`src/rtl/trena_pkg.sv`:
```
// trena_pkg
// Shared definitions for the trena ultrasonic datapath.
//   - estado_t      : state encodings of interface_hcsr04 (value = db_estado code)
//   - DEF_*         : default timing constants for a 50 MHz clock
//   - BCD_WIDTH     : width of the three-digit BCD distance
//   - bcd_next()    : increments a three-digit BCD value with per-digit carry
package trena_pkg;

  localparam int BCD_WIDTH          = 12;
  localparam int DEF_TRIGGER_CYCLES = 500;        // 10 us
  localparam int DEF_CYCLES_PER_CM  = 2941;       // 58.82 us
  localparam int DEF_TIMEOUT_CYCLES = 1_500_000;  // 30 ms

  typedef enum logic [3:0] {
    INICIAL       = 4'h0,
    PREPARACAO    = 4'h1,
    ENVIA_TRIGGER = 4'h2,
    ESPERA_ECHO   = 4'h3,
    MEDINDO       = 4'h4,
    ARMAZENA      = 4'h5,
    FINAL_MEDIDA  = 4'h6,
    ERRO_TIMEOUT  = 4'hE
  } estado_t;

  // Each digit rolls 9 -> 0 and carries into the next one. The caller is
  // responsible for not calling this on 999.
  function automatic logic [BCD_WIDTH-1:0] bcd_next(input logic [BCD_WIDTH-1:0] v);
    logic [BCD_WIDTH-1:0] r;
    r = v;
    if (v[3:0] != 4'd9) begin
      r[3:0] = v[3:0] + 4'd1;
    end else begin
      r[3:0] = 4'd0;
      if (v[7:4] != 4'd9) begin
        r[7:4] = v[7:4] + 4'd1;
      end else begin
        r[7:4]  = 4'd0;
        r[11:8] = v[11:8] + 4'd1;
      end
    end
    return r;
  endfunction

endpackage

```
`src/rtl/contador_bcd_3dig.sv`:
```
// contador_bcd_3dig
// Three-digit BCD up-counter that saturates at 999.
// Ports:
//   clock  in  : system clock
//   reset  in  : asynchronous active-high reset (valor -> 000)
//   zera   in  : synchronous clear, has priority over conta
//   conta  in  : increment by one when not already at 999
//   valor  out : current count, [11:8] centena, [7:4] dezena, [3:0] unidade
module contador_bcd_3dig
  import trena_pkg::*;
(
  input  logic                 clock,
  input  logic                 reset,
  input  logic                 zera,
  input  logic                 conta,
  output logic [BCD_WIDTH-1:0] valor
);

  localparam logic [BCD_WIDTH-1:0] VALOR_MAX = 12'h999;

  // Once 999 is reached further increments are dropped, so an over-range
  // echo reads as the maximum distance instead of wrapping to a small one.
  always_ff @(posedge clock or posedge reset) begin
    if (reset) begin
      valor <= '0;
    end else if (zera) begin
      valor <= '0;
    end else if (conta && (valor != VALOR_MAX)) begin
      valor <= bcd_next(valor);
    end
  end

endmodule

```
`src/rtl/interface_hcsr04.sv`:
```
// interface_hcsr04
// HC-SR04 front-end: on medir it fires the trigger pulse, times the echo
// pulse and converts its width to whole centimetres as three BCD digits.
// Optional watchdog: define HCSR04_TIMEOUT_EN to abort a measurement that
// spends TIMEOUT_CYCLES clocks waiting for / measuring the echo.
// Ports:
//   clock     in  : system clock
//   reset     in  : asynchronous active-high reset
//   medir     in  : start request, only looked at in INICIAL
//   echo      in  : sensor echo (asynchronous)
//   trigger   out : sensor trigger pulse, TRIGGER_CYCLES clocks wide
//   medida    out : BCD distance in cm
//   pronto    out : one-cycle strobe, new medida valid
//   erro      out : one-cycle strobe, watchdog expired
//   db_estado out : current state code (F for an illegal encoding)
module interface_hcsr04
  import trena_pkg::*;
#(
  parameter int TRIGGER_CYCLES = DEF_TRIGGER_CYCLES,
  parameter int CYCLES_PER_CM  = DEF_CYCLES_PER_CM,
  parameter int TIMEOUT_CYCLES = DEF_TIMEOUT_CYCLES
) (
  input  logic                 clock,
  input  logic                 reset,
  input  logic                 medir,
  input  logic                 echo,
  output logic                 trigger,
  output logic [BCD_WIDTH-1:0] medida,
  output logic                 pronto,
  output logic                 erro,
  output logic [3:0]           db_estado
);

  localparam int TRIG_W = $clog2(TRIGGER_CYCLES + 1);
  localparam int DIV_W  = $clog2(CYCLES_PER_CM + 1);
  localparam logic [TRIG_W-1:0] TRIG_LAST = TRIG_W'(TRIGGER_CYCLES - 1);
  localparam logic [DIV_W-1:0]  DIV_LAST  = DIV_W'(CYCLES_PER_CM - 1);

  estado_t                 state, next_state;
  logic                    echo_meta, echo_s;
  logic [TRIG_W-1:0]       trig_cnt;
  logic [DIV_W-1:0]        div_cnt;
  logic                    counting, cm_tick, timeout;
  logic [BCD_WIDTH-1:0]    acumulado;

  // Two-flop synchroniser; nothing downstream looks at the raw pin.
  always_ff @(posedge clock or posedge reset) begin
    if (reset) begin
      echo_meta <= 1'b0;
      echo_s    <= 1'b0;
    end else begin
      echo_meta <= echo;
      echo_s    <= echo_meta;
    end
  end

  // Echo-high cycles are counted in ESPERA_ECHO too, so an echo that is
  // already high when we start waiting is timed from that first cycle.
  assign counting = ((state == ESPERA_ECHO) || (state == MEDINDO)) && echo_s;
  assign cm_tick  = counting && (div_cnt == DIV_LAST);

`ifdef HCSR04_TIMEOUT_EN
  localparam int WD_W = $clog2(TIMEOUT_CYCLES + 1);
  localparam logic [WD_W-1:0] WD_LIMIT = WD_W'(TIMEOUT_CYCLES);
  logic [WD_W-1:0] wd_cnt;

  // Watchdog counts every clock spent in ESPERA_ECHO or MEDINDO.
  always_ff @(posedge clock or posedge reset) begin
    if (reset) begin
      wd_cnt <= '0;
    end else if (state == PREPARACAO) begin
      wd_cnt <= '0;
    end else if ((state == ESPERA_ECHO) || (state == MEDINDO)) begin
      wd_cnt <= wd_cnt + WD_W'(1);
    end
  end

  assign timeout = (wd_cnt == WD_LIMIT);
`else
  assign timeout = 1'b0;
`endif

  // Trigger length counter and cm divider; both restart in PREPARACAO.
  always_ff @(posedge clock or posedge reset) begin
    if (reset) begin
      trig_cnt <= '0;
      div_cnt  <= '0;
    end else begin
      if (state == ENVIA_TRIGGER) trig_cnt <= trig_cnt + TRIG_W'(1);
      else                        trig_cnt <= '0;
      if (state == PREPARACAO)    div_cnt  <= '0;
      else if (cm_tick)           div_cnt  <= '0;
      else if (counting)          div_cnt  <= div_cnt + DIV_W'(1);
    end
  end

  contador_bcd_3dig u_contador (
    .clock (clock),
    .reset (reset),
    .zera  (state == PREPARACAO),
    .conta (cm_tick),
    .valor (acumulado)
  );

  // medida only changes in ARMAZENA; trigger is registered from the state,
  // which delays it one clock but keeps it exactly TRIGGER_CYCLES wide.
  always_ff @(posedge clock or posedge reset) begin
    if (reset) begin
      medida  <= '0;
      trigger <= 1'b0;
    end else begin
      if (state == ARMAZENA) medida <= acumulado;
      trigger <= (state == ENVIA_TRIGGER);
    end
  end

  // State register.
  always_ff @(posedge clock or posedge reset) begin
    if (reset) state <= INICIAL;
    else       state <= next_state;
  end

  // Next-state logic; the watchdog wins over a simultaneous echo change.
  always_comb begin
    next_state = INICIAL;
    case (state)
      INICIAL:       next_state = medir ? PREPARACAO : INICIAL;
      PREPARACAO:    next_state = ENVIA_TRIGGER;
      ENVIA_TRIGGER: next_state = (trig_cnt == TRIG_LAST) ? ESPERA_ECHO : ENVIA_TRIGGER;
      ESPERA_ECHO: begin
        if (timeout)     next_state = ERRO_TIMEOUT;
        else if (echo_s) next_state = MEDINDO;
        else             next_state = ESPERA_ECHO;
      end
      MEDINDO: begin
        if (timeout)      next_state = ERRO_TIMEOUT;
        else if (!echo_s) next_state = ARMAZENA;
        else              next_state = MEDINDO;
      end
      ARMAZENA:      next_state = FINAL_MEDIDA;
      FINAL_MEDIDA:  next_state = INICIAL;
      ERRO_TIMEOUT:  next_state = INICIAL;
      default:       next_state = INICIAL;
    endcase
  end

  // Moore outputs decoded from the state register.
  always_comb begin
    pronto    = (state == FINAL_MEDIDA);
`ifdef HCSR04_TIMEOUT_EN
    erro      = (state == ERRO_TIMEOUT);
`else
    erro      = 1'b0;
`endif
    db_estado = 4'hF;
    case (state)
      INICIAL, PREPARACAO, ENVIA_TRIGGER, ESPERA_ECHO, MEDINDO,
      ARMAZENA, FINAL_MEDIDA, ERRO_TIMEOUT: db_estado = state;
      default:                              db_estado = 4'hF;
    endcase
  end

endmodule

```
`config.mk`:
```
export PLATFORM = sky130hd
export DESIGN_NAME = interface_hcsr04
export DESIGN_NICKNAME = d
export VERILOG_FILES = /design/src/rtl/trena_pkg.sv /design/src/rtl/contador_bcd_3dig.sv /design/src/rtl/interface_hcsr04.sv
export SDC_FILE = /design/constraint.sdc
export NUM_CORES = 1
export LEC_CHECK = 0
export CORE_MARGIN = 2
export CORE_UTILIZATION = 53
export DETAILED_ROUTE_END_ITERATION = 16
export MAX_ROUTING_LAYER = met4
export PLACE_DENSITY = 0.74
export SLEW_MARGIN = 30
export SYNTH_ARGS = -nofsm -noshare
export SYNTH_HDL_FRONTEND = slang
export SYNTH_SLANG_ARGS = --single-unit
```
`constraint.sdc`:
```
create_clock -name clock -period 2.4 [get_ports clock]
set_input_delay 0.48 -clock clock [delete_from_list [all_inputs] [get_ports clock]]
set_output_delay 0.48 -clock clock [all_outputs]
set_load 0.05 [all_outputs]
```
# Word-level counts from Yosys, hierarchy flattened
# Cells that the tools add are included.
# W data, S select, Z words.
[op_classes] addsub=5 reduce_logical=10 eq_ne=14 muxes=16
[ops] operator="$mux W12" n=5
[ops] operator="$pmux W3 S6" n=1
[ops] operator="$mux W4" n=4
[ops] operator="$add A12 B1 Y12 const B" n=1
[ops] operator="$add A4 B1 Y4 const B" n=3
[ops] operator="$eq A12 B12 Y1 const B" n=1
[ops] operator="$eq A4 B3 Y1 const B" n=3
[ops] operator="$ne A12 B12 Y1 const B" n=1
[ops] operator="$add A9 B1 Y9 const B" n=1
[ops] operator="$eq A9 B9 Y1 const B" n=1
[ops] operator="$mux W9" n=1
[ops] operator="$eq A4 B2 Y1 const B" n=2
[ops] operator="$mux W8" n=1
[ops] operator="$ne A4 B4 Y1 const B" n=2
[ops] operator="$reduce_or A8 Y1" n=1
[ops] operator="$eq A4 B1 Y1 const B" n=1
[ops] operator="$eq A4 B4 Y1 const B" n=1
[ops] operator="$logic_not A4 Y1" n=1
[ops] operator="$ne A2 B1 Y1 const B" n=2
[ops] operator="$logic_and A1 B1 Y1" n=3
[ops] operator="$mux W1" n=3
[ops] operator="$mux W3" n=1
[ops] operator="$reduce_and A3 Y1" n=1
[ops] operator="$reduce_bool A3 Y1" n=1
[ops] operator="3 further kinds" n=3
[word_totals] register_bits=52 word_cells=55 output_inout_bits=19 inputBits=4

# Logic depth before layout (Yosys ltp)
[logic_depth] word_depth=7 mapped_depth=7 ltp_nobuf=6

# By module
# Synthesis repeated with hierarchy kept, for this count alone.
[hier_totals] cells_unflattened=271 hier_area_um2=2723.9
[modules_own_cells] module="interface_hcsr04" cells_per_inst=185 instances=1 area_per_inst_um2=1930.6
[modules_own_cells] module="contador_bcd_3dig" cells_per_inst=86 instances=1 area_per_inst_um2=793.3

# Least setup slack after synthesis
# No wires, ideal clock.
[synth_timing] path_type="register to register" from="register div_cnt[0]" to="register u_contador.valor[11]" required_ns=2.275 stages_incl_launch_ff=7 path_buffers=0 setup_ns=0.125 arrival_time_ns=1.822 setup_slack_ns=0.454 cell_sequence="dfrtp_1 inv_1 ha_1 nand4bb_1 a2111o_1 nor3_1 mux2_2"
[synth_between] elab_chain_len=5
[synth_lines] item="start: declaration" line_no="interface_hcsr04.sv:42" rtl="logic [DIV_W-1:0] div_cnt;"
[synth_lines] item="start signal: assignment" line_no="interface_hcsr04.sv:93" rtl="else if (counting) div_cnt <= div_cnt + DIV_W'(1);"
[synth_lines] item="$eq A12 B12 Y1" line_no="interface_hcsr04.sv:60" rtl="assign cm_tick = counting && (div_cnt == DIV_LAST);"
[synth_lines] item="$logic_and A1 B1 Y1" line_no="interface_hcsr04.sv:60"
[synth_lines] item="$logic_and A1 B1 Y1" line_no="contador_bcd_3dig.sv:28" rtl="end else if (conta && (valor != VALOR_MAX)) begin"
[synth_lines] item="$reduce_bool A2 Y1 (no line)"
[synth_lines] item="$reduce_and A3 Y1 (no line)"
[synth_lines] item="end signal: assignment" line_no="contador_bcd_3dig.sv:29" rtl="valor <= bcd_next(valor);"
[synth_lines] item="end: declaration" line_no="contador_bcd_3dig.sv:16" rtl="output logic [BCD_WIDTH-1:0] valor"
# No other way between the ends.
# A chain may end at the register's enable or synchronous reset.

# Worst setup path in the final report
[layout_timing] from="register state[1]" to="output port db_estado[1]"
[layout_between] elab_chain_len=3
[layout_lines] item="start: declaration" line_no="interface_hcsr04.sv:39" rtl="estado_t state, next_state;"
[layout_lines] item="start signal: assignment" line_no="interface_hcsr04.sv:120" rtl="else state <= next_state;"
[layout_lines] item="$eq A4 B3 Y1, or another cell as far along" line_no="interface_hcsr04.sv:156" rtl="case (state)"
[layout_lines] item="$reduce_or A8 Y1" line_no="interface_hcsr04.sv:156"
[layout_lines] item="$mux W4 (*)" line_no="interface_hcsr04.sv:156"
[layout_lines] item="end: declaration" line_no="interface_hcsr04.sv:31" rtl="output logic [3:0] db_estado"
# Every way passes the cells marked *; elsewhere a longest branch is shown, timed or not.

==> results list <==
- Std-Cell Core Area: about 0.0048 mm2
* Post-CTS Hold Buffers: 0
* Number of rows created at floorplan: 25
* Fin. max-slew vios: 0
- Setup violations remaining at the end of the flow were counted as 0.
- The first detailed-routing pass ran for 4 iterations.
- The tree built by TritonCTS fans out to 51 sinks.
- For this run, asynchronously set or reset flops after synthesis account for 100%.
- Entering global routing, the biggest net connects 29 pins.
* Start point of the critical path: state[1]
* I/O pins: 23
- Setup repair after global routing missed its margin: false
- Total grt overflow: 0
- Port buffer count: 21
* Final antenna diode count: 0
* Count of endpoints failing hold in the final timing report: 0
- Shortest period the worst path allows: 2.22 ns
- Via total after detailed routing: 2,030
- TritonCTS built the clock tree.
- Horizontal die dimension: 74.6 um
- With fillers left out, the area of the finished cells amounts to around 0.0030 mm2.
- The first global-routing pass estimated approximately 8800 um of wire.
* Top Usage Layer GRT: met2
* Most used standard cells in the synthesized netlist: 51 x sky130_fd_sc_hd__dfrtp_1, 21 x sky130_fd_sc_hd__a21oi_1, 21 x sky130_fd_sc_hd__o21ai_0
- Post-Syn Nets: between 200 and 300
- Counting the buffers created by CTS gives 5.
* Instance area at placement: 0.00292 mm2
- Overall track demand over capacity in global routing: 21.4%
- Final cycle utilization of the critical path: 92.4%
- The worst register-to-register path has a setup slack of ~0.25 ns.
* Placed wire-length estimate: 3670 um
- Yosys mapped a number of flops with a built-in enable equal to 0.
- Once the floorplan was initialized, standard cells occupied between 50% and 60% of the core.
- Post-route ant nets: 0
- In this run, the number of DRC markers left after iteration 0 of detailed routing was 85.
- Fraction of final layout cells sized beyond drive strength 1: 12.7%
* Clock-pin slew on the worst setup and hold paths: 0.09 ns
- The critical path is of the reg2out type.
- Number of antenna violations at the first check in global routing: 0
- Die Ht: 74.6 um
- GR met3 Demand/Resource: 4.34%
- Nature of the critical path startpoint: register
- Die Area: 0.00556 mm2
- For the worst setup path, the data arrival time is between 1.5 and 2 ns.
- The netlist uses 46 different library cells.
- Class of the worst hold path: reg2reg
- Max-slew headroom: 59.6%
- Count leader, synth: sky130_fd_sc_hd__dfrtp_1
* Root cell of the clock tree: sky130_fd_sc_hd__clkbuf_8
- Synthesis-to-finish area growth: 13.9%
* Number of standard cells after synthesis: 261
- Based on the critical path, the design can be clocked at up to about 450 MHz.
- Mean number of vias per cell: 5.80
- The congestion estimate from routability-driven global placement came to 0.834.
* Static Leak: about 1.3 nW
* Wirelength per Cell: approximately 15 um
- After detailed routing, the total wire length is 5110 um.
- Post-synthesis sequential area ratio: 48.3%
- Gates resized during post-CTS repair numbered 0.
- The filler cells instantiated in the layout total 413.
- Number of global-route vias before repair: approximately 1,900
- At the pin with the least slew margin, the transition time is about 0.61 ns.
- Endpoint type of the worst setup path: output port
- Worst endpoint required time: 1.92 ns
- The Yosys step of the flow raised 0 warnings.
- The synthesized design spends more area on one cell type than any other, namely sky130_fd_sc_hd__dfrtp_1.
* Highest ir drop seen on vdd: 0.000323 V
- CP max FO: 12
- The worst register-to-register path begins at state[0].
- Sorting the synthesized cells by area gives the leading types as sky130_fd_sc_hd__dfrtp_1 48%, sky130_fd_sc_hd__ha_1 4.3%, sky130_fd_sc_hd__mux2_2 4.3%, sky130_fd_sc_hd__a21oi_1 4.0%, sky130_fd_sc_hd__o21ai_0 4.0%.
* GR Util met1: 29.3%
- In the global route stage, met2 resource usage came out at 32.4%.
- The share of synthesized area in the top cell type comes to 48.3%.
* Maximum count of clock buffers along a single path: 2
- Worst-Skew Late Latency: 0.30 ns
- In the routed design, unresolved DRC markers number 0.
* Number of H-tree branching levels: 2
- Synthesis-stage register bit count: 51
* Synthesized area divided by synthesized cell count: 10.1 um2
- The most used flip-flop cell after synthesis is sky130_fd_sc_hd__dfrtp_1.
- For the final database, setup skew stands at 0.00596 ns.
- Final-layout setup total negative slack: 0 ns
- The run finished with clean final reports.
* Number of nets in the layout: 295
- Max-cap viol count: 0
- Hold Crit Start: echo_meta
* P per Cell Area: 454 mW/mm2
- The cell area that synthesis handed to floorplanning was ~0.0026 mm2.
- After clock tree synthesis, the setup repair step added 0 buffers.
==> final cells by class <==
type / count / area (um2) / share of cell area, %
Clock inverter: 2 / 12.5 / 0.416
Multi-Input combinational cell: 181 / 1240 / 41.2
Timing Repair Buffer: 27 / 263 / 8.74
Clock buffer: 6 / 72.6 / 2.41
Inverter: 16 / 60.1 / 2.00
Sequential cell: 51 / 1280 / 42.4
Tap cell: 67 / 83.8 / 2.79
==> registers in the layout (all words and copies together) (netlist names) <==
signal            count
state                 3
medida               12
div_cnt              12
trig_cnt              9
echo_meta             1
u_contador.valor     12
echo_s                1
trigger               1
==> power breakdown <==
group | total, W | switching [W] | internal, W
Combinational | 0.0000296 | 0.0000214 | 0.00000821
Clock | 0.000474 | 0.000270 | 0.000204
Sequential | 0.000863 | 0.00000253 | 0.000860
Total | 0.00137 | 0.000293 | 0.00107
==> layout by cell type, fill, tap and decap left out, drive strengths merged, types with 2 or more instances in the layout <==
cell type and n:
a311oi 2, nor2 10, clkdlybuf4s50 19, a21oi 21
o31ai 5, clkbuf 6, buf 8, or4 6
and3 2, nand4bb 2, dfrtp 51, and3b 2
nand2 9, and2 4, nand4b 2, and4 2
a31oi 7, xnor2 3, nand3 16, inv 16
o21ai 21, nand4 7, mux2 10, nor3 6
o32ai 2, or3 12, a31o 3, nand3b 5
ha 9
==> cell families (layout without fill, tap and decap cells) <==
group | count (synthesis) | after routing | synth area share, %
fa+ha+maj | 9 | 9 | 4.27
buf+inv | 29 | 51 | 4.69
xor+xnor | 4 | 4 | 1.33
other cells | 1 | 1 | 0.142
compound gates | 65 | 65 | 15.0
mux | 10 | 10 | 4.27
simple gates | 92 | 92 | 21.9
flops | 51 | 51 | 48.3
==> path summary, 6_finish.rpt <==
check	end	cells after the start
worst max-delay path	db_estado[1]	2
worst min-delay path	echo_s	0
worst max register to register	u_contador.valor[5]	4
worst min register to register	echo_s	0
max in group asynchronous	div_cnt[1]	3
min in group asynchronous	u_contador.valor[1]	2
==> critical path, cell delays in order, from the launching register on <==
cell and delay, ns:
sky130_fd_sc_hd__dfrtp_1 0.42, sky130_fd_sc_hd__buf_4 0.20, sky130_fd_sc_hd__clkdlybuf4s50_1 0.82
==> metal layers <==
metal  share of wire (%)  vias to the layer above
li1                    -                     1008
met1                  49                      990
met2                  47                       28
met3                 2.9                        4
met4                 1.1                        0
met5                   0                        -
==> metrics by stage <==
stage	power (W)	setup slack, ns	hold slack (ns)	util, %	std cells
finish	0.00137	0.182	0.362	63.3	350
global route	0.00143	0.103	0.385	63.3	350
CTS	0.00139	0.170	0.368	63.3	350
detailed placement	0.000911	0.259	0.346	61.5	342
global placement	0.000910	0.290	0.333	61.5	342
floorplan	0.000897	0.454	0.331	-	261
No activity file was read; power rests on OpenSTA's default activity.
